**src/rtl/fifo_arb_pkg.sv**
```systemverilog
// Shared types and constants for the FIFO write-port arbiter family.
package fifo_arb_pkg;

   typedef enum logic {
      ST_IDLE  = 1'b0,
      ST_BURST = 1'b1
   } arb_state_e;

   // Width of the per-grant beat counter; bounds the legal maximum burst length.
   localparam int unsigned BURST_CNT_W = 32'd8;

   // Bits needed to hold a requester index; never narrower than one bit.
   function automatic int unsigned grant_id_width(input int unsigned num_req);
      if (num_req <= 32'd2) begin
         return 32'd1;
      end else begin
         return $clog2(num_req);
      end
   endfunction

endpackage

```
**src/rtl/fifo_wr_arbiter_rr_priority_pick.sv**
```systemverilog
// Combinational round-robin pick: first set request bit at or after a start index,
// wrapping modulo the requester count.
module rr_priority_pick
   import fifo_arb_pkg::*;
#(
   parameter int unsigned p_NUM_REQ = 4,
   parameter int unsigned p_IDX_W   = grant_id_width(p_NUM_REQ)
) (
   input  logic [p_NUM_REQ-1:0] i_req,
   input  logic [p_IDX_W-1:0]   i_start,
   output logic                 o_found,
   output logic [p_IDX_W-1:0]   o_idx
);

   int                 sum_s;
   logic [p_IDX_W-1:0] cand_s;

   assign o_found = |i_req;

   // Walk offsets from farthest to nearest so the nearest set bit after i_start wins.
   always_comb begin
      o_idx  = '0;
      sum_s  = 32'sd0;
      cand_s = '0;
      for (int ofs = int'(p_NUM_REQ) - 32'sd1; ofs >= 32'sd0; ofs--) begin
         sum_s = int'(i_start) + ofs;
         if (sum_s >= int'(p_NUM_REQ)) begin
            sum_s = sum_s - int'(p_NUM_REQ);
         end else begin
            sum_s = sum_s;
         end
         cand_s = p_IDX_W'(sum_s);
         if (i_req[cand_s]) begin
            o_idx = cand_s;
         end else begin
            o_idx = o_idx;
         end
      end
   end

endmodule

```
**src/rtl/fifo_wr_arbiter.sv**
```systemverilog
// Round-robin arbiter sharing one FIFO write port between several valid/ready/last
// producers. One producer owns the port per grant, for up to p_MAX_BURST beats or
// until its last beat; a stalled producer gives the port up immediately.
module fifo_wr_arbiter
   import fifo_arb_pkg::*;
#(
   parameter int unsigned p_NUM_REQ   = 4,
   parameter int unsigned p_WIDTH     = 8,
   parameter int unsigned p_MAX_BURST = 4
) (
   input  logic                                 i_clk,
   input  logic                                 i_rst_n,
   input  logic [p_NUM_REQ-1:0]                 i_req_valid,
   input  logic [p_NUM_REQ*p_WIDTH-1:0]         i_req_data,
   input  logic [p_NUM_REQ-1:0]                 i_req_last,
   output logic [p_NUM_REQ-1:0]                 o_req_ready,
   output logic                                 o_fifo_wr_en,
   output logic [p_WIDTH-1:0]                   o_fifo_wr_data,
   input  logic                                 i_fifo_full,
   output logic [grant_id_width(p_NUM_REQ)-1:0] o_grant_id,
   output logic                                 o_busy
);

   localparam int unsigned             GID_W   = grant_id_width(p_NUM_REQ);
   localparam logic [GID_W-1:0]        LAST_ID = GID_W'(p_NUM_REQ - 32'd1);
   localparam logic [BURST_CNT_W-1:0]  MAX_CNT = BURST_CNT_W'(p_MAX_BURST);

   arb_state_e               state_r, state_nxt_s;
   logic [GID_W-1:0]         grant_r, grant_nxt_s;
   logic [GID_W-1:0]         ptr_r, ptr_nxt_s;
   logic [BURST_CNT_W-1:0]   cnt_r, cnt_nxt_s, cnt_inc_s;

   logic                     pick_found_s;
   logic [GID_W-1:0]         pick_idx_s;

   logic                     g_valid_s;
   logic                     g_last_s;
   logic [p_WIDTH-1:0]       g_data_s;

   logic [p_NUM_REQ-1:0]     ready_s;
   logic                     wr_en_s;
   logic [p_WIDTH-1:0]       wr_data_s;

   rr_priority_pick #(
      .p_NUM_REQ (p_NUM_REQ),
      .p_IDX_W   (GID_W)
   ) u_pick (
      .i_req   (i_req_valid),
      .i_start (ptr_r),
      .o_found (pick_found_s),
      .o_idx   (pick_idx_s)
   );

   assign g_valid_s = i_req_valid[grant_r];
   assign g_last_s  = i_req_last[grant_r];
   assign g_data_s  = i_req_data[32'(grant_r) * p_WIDTH +: p_WIDTH];
   assign cnt_inc_s = cnt_r + BURST_CNT_W'(1);

   // Next-state, handshake and write-port decode; reset forces the port quiet.
   always_comb begin
      state_nxt_s = state_r;
      grant_nxt_s = grant_r;
      ptr_nxt_s   = ptr_r;
      cnt_nxt_s   = cnt_r;
      ready_s     = '0;
      wr_en_s     = 1'b0;
      wr_data_s   = '0;
      if (!i_rst_n) begin
         state_nxt_s = ST_IDLE;
      end else begin
         case (state_r)
            ST_IDLE: begin
               if (pick_found_s) begin
                  grant_nxt_s = pick_idx_s;
                  cnt_nxt_s   = '0;
                  state_nxt_s = ST_BURST;
               end else begin
                  state_nxt_s = ST_IDLE;
               end
            end
            ST_BURST: begin
               wr_data_s        = g_data_s;
               ready_s[grant_r] = !i_fifo_full;
               if (!g_valid_s) begin
                  // Producer stalled: hand the port on without writing.
                  state_nxt_s = ST_IDLE;
                  ptr_nxt_s   = (grant_r == LAST_ID) ? '0 : grant_r + GID_W'(1);
               end else if (!i_fifo_full) begin
                  wr_en_s   = 1'b1;
                  cnt_nxt_s = cnt_inc_s;
                  if (g_last_s || (cnt_inc_s == MAX_CNT)) begin
                     state_nxt_s = ST_IDLE;
                     ptr_nxt_s   = (grant_r == LAST_ID) ? '0 : grant_r + GID_W'(1);
                  end else begin
                     state_nxt_s = ST_BURST;
                  end
               end else begin
                  // FIFO full: keep the grant and wait.
                  state_nxt_s = ST_BURST;
               end
            end
            default: begin
               state_nxt_s = ST_IDLE;
            end
         endcase
      end
   end

   // State, grant, round-robin pointer and beat counter registers.
   always_ff @(posedge i_clk) begin
      if (!i_rst_n) begin
         state_r <= ST_IDLE;
         grant_r <= '0;
         ptr_r   <= '0;
         cnt_r   <= '0;
      end else begin
         state_r <= state_nxt_s;
         grant_r <= grant_nxt_s;
         ptr_r   <= ptr_nxt_s;
         cnt_r   <= cnt_nxt_s;
      end
   end

   assign o_req_ready    = ready_s;
   assign o_fifo_wr_en   = wr_en_s;
   assign o_fifo_wr_data = wr_data_s;
   assign o_grant_id     = grant_r;
   assign o_busy         = (state_r == ST_BURST);

endmodule
```
**config.mk**
```make
export PLATFORM = sky130hd
export DESIGN_NAME = fifo_wr_arbiter
export DESIGN_NICKNAME = d
export VERILOG_FILES = /design/src/rtl/fifo_arb_pkg.sv /design/src/rtl/fifo_wr_arbiter_rr_priority_pick.sv /design/src/rtl/fifo_wr_arbiter.sv
export SDC_FILE = /design/constraint.sdc
export NUM_CORES = 1
export LEC_CHECK = 0
export CELL_PAD_IN_SITES_DETAIL_PLACEMENT = 1
export CELL_PAD_IN_SITES_GLOBAL_PLACEMENT = 1
export CORE_UTILIZATION = 25
export CTS_BUF_LIST = sky130_fd_sc_hd__clkbuf_4 sky130_fd_sc_hd__clkbuf_8 sky130_fd_sc_hd__clkbuf_16
export DETAILED_ROUTE_END_ITERATION = 8
export PLACE_DENSITY = 0.79
export SYNTH_ARGS = -nofsm -noshare
export SYNTH_HDL_FRONTEND = slang
export SYNTH_SLANG_ARGS = --single-unit
```
**constraint.sdc**
```tcl
create_clock -name i_clk -period 4.85 [get_ports i_clk]
set_input_delay 0.97 -clock i_clk [delete_from_list [all_inputs] [get_ports i_clk]]
set_output_delay 0.97 -clock i_clk [all_outputs]
set_load 0.02 [all_outputs]
```
==> results.cfg <==
[sta]
period_needed_ps = 3835
finalSetupViolations = 0
totalNegativeSetupSlack_ps = 0
relSlewSlack = 0.4453
timing.fmax_ghz = 0.2607
finalClockSkew_ps = 5.165
hold_ws_ps = 498.8
finalHoldViolations = 0
maxSlewViolCount = 0
fin_ws_ps = 1015
rsz0062_at_grt = false
period_share = 0.7908
tightest_slew_ps = 831.0

[job]
maxCapViolCount = 0

[cts]
cts_buffer_depth = 2
clk_pin_slew_ps = 50
numCtsBuffers = 3
post_cts_buffers = 0
postCtsHoldBufs = 0
cts_max_level = 1
cts_tree = done
insertion_delay_ps = 250
cts_sinks = 13
cts_resized = 0
cts-root-buf = clkbuf_8

[power]
sw_frac_of_total = 0.2960
switchingPower_mw = 0.1063
peakVddDrop_mv = 0.07806
pwr-share-seq = 0.357
p_comb_frac = 0.348
p_per_area_nw_per_um2 = 201.8
finalPower_mw = 0.3592
cellInternalPower_mw = 0.2529
power_leakage_nw = 0.6336
pwr-share-clk = 0.295

[routing]
drt-initial-drc-count = 39
wl_met2_mm = 2.061
antenna_left = 0
maxUsedRoutingLayer = met4
totalWireLength_mm = 3.944
wl_per_cell_um = 17.22
wl_met1_mm = 1.671
routed-wl-met3_um = 134
drt_first_pass_iters = 4
drcViolationCount = 0
drt-vias-per-instance = 5.262
num_vias = 1205

[worst_setup_path]
worstSetupPathType = primary input to output port
crit_arrival_ps = 2870
crit_path_start_kind = primary input
worstPathRequired_ps = 3880
crit_fanout = 7
end_kind = output port

[logic_synthesis]
synth.largest_area_cell = dfxtp_1
synth_area_um2 = 1105
yosys_warnings = 0
synthArstFlopShare = 0
synth_area_leaders = dfxtp_1, mux4_2, nor2b_1, ha_1, a21oi_1
synth_nets = 169
ys_types = 40
synth_area_per_cell_um2 = 9.131
ys_seq_elements = 13
synth_top_area_share = 0.2356
yosysSeqAreaShare = 0.2356
synth_edf_count = 0
synth_ff_type = dfxtp_1
synthCells = 121
yosysMostFrequentCell = dfxtp_1
synthTopCellsByCount = dfxtp_1, nor2b_1, mux4_2, inv_1, nand2_1

[global_route]
grt_pass1_wl_mm = 6.610
grtUsageTotal = 0.1938
antenna_found_initial = 0
grt_max_degree = 17
grt-ovfl-total = 0
grt_pass1_vias = 1367

[final_layout]
drive_gt1_frac = 0.1006
syn_to_final_growth_pct = 61.16
antenna_cells = 0
fin_nets = 228
fill_cells = 473

[run_status]
status = completed

[floorplanning]
fp.coreArea_um2 = 4115
die-area_um2 = 4689
start_util = 0.2685
rows = 23
ios = 59
die_h_um = 68.48
die_width_um = 68.48

[place]
pre_cts_slack_ps = 1019
io_buffers = 58
place_congestion = 0.8265
dp_hpwl_mm = 3.236

[min_path]
hp-class = register to register
-- critical path, cell delays in order --
cell             delay (ps)
clkdlybuf4s50_1         510
mux4_2                  570
nand2_2                 170
inv_2                   100
clkdlybuf4s50_1         540
-- path summary, 6_finish.rpt --
path,from,to,slack (ps),cells past startpoint
hold reg to reg,cnt_r[0],cnt_r[0],500,2
hold / removal,cnt_r[0],cnt_r[0],500,2
setup / recovery,i_req_valid[1],o_fifo_wr_en,1010,5
setup reg to reg,o_grant_id[1],cnt_r[3],2630,4
-- placed cells by master, fill, tap and decap left out, types with 2 or more instances in the layout --
cell type	synthesis	final
nor2_1	2	2
a32oi_1	2	2
clkbuf_8	0	3
or3_1	2	2
and3_1	3	3
o21ai_1	7	7
mux4_2	10	10
a21oi_1	7	7
nand3b_1	2	2
nand2_1	8	8
dfxtp_1	13	13
clkdlybuf4s50_1	0	58
and2_1	4	4
o211ai_1	2	2
inv_1	9	9
a211o_1	2	2
ha_1	5	5
nand3_1	7	7
nor2b_1	11	11
nand4b_1	2	2
-- cell type report --
cell class | count | area [µm²] | share of cell area
multi-input cells | 93 | 787.0 | 0.4420
repair buffers | 58 | 580.6 | 0.3261
flip-flops and latches | 13 | 260.3 | 0.1462
well taps | 50 | 62.56 | 0.03514
clock buffers | 4 | 48.80 | 0.02741
inverters | 11 | 41.29 | 0.02319
-- cells by family (layout without fill, tap and decap cells) --
family | after synthesis | count (layout) | share of synthesized area
AND/OR/NAND/NOR | 50 | 50 | 0.2684
flip-flops | 13 | 13 | 0.2356
adder cells (fa/ha/maj) | 5 | 5 | 0.05663
multiplexers | 10 | 10 | 0.2039
AO/OA/AOI/OAI | 28 | 28 | 0.1835
buffers and inverters | 15 | 73 | 0.05208
-- through the flow --
step / cell area (µm²) / util / std cells
after CTS: 1780 / 0.4327 / 229
after global routing: 1780 / 0.4327 / 229
final: 1780 / 0.4327 / 229
after detailed placement: 1732 / 0.4208 / 225
after floorplan: 1105 / - / 121
after global placement: 1732 / 0.4208 / 225
-- flip-flops by register name, summed over array words and instances, names as in the netlist --
| name | cells |
|---|---|
| o_busy | 1 |
| cnt_r | 8 |
| o_grant_id | 2 |
| ptr_r | 2 |
-- routing by layer --
metal	vias to the layer above	GRT usage
met4	0	0.07031
met1	589	0.2223
met2	33	0.3480
met3	11	0.04167
met5	-	0
li1	572	-
-- power by group through the flow --
stage	logic (mW)	clock network [mW]	registers [mW]
floorplan	0.0679	0	0.123
global placement	0.120	0	0.130
detailed placement	0.125	0	0.130
CTS	0.126	0.108	0.128
global route	0.135	0.112	0.131
finish	0.125	0.106	0.128
Note: power is estimated with default switching activity, not from simulation.
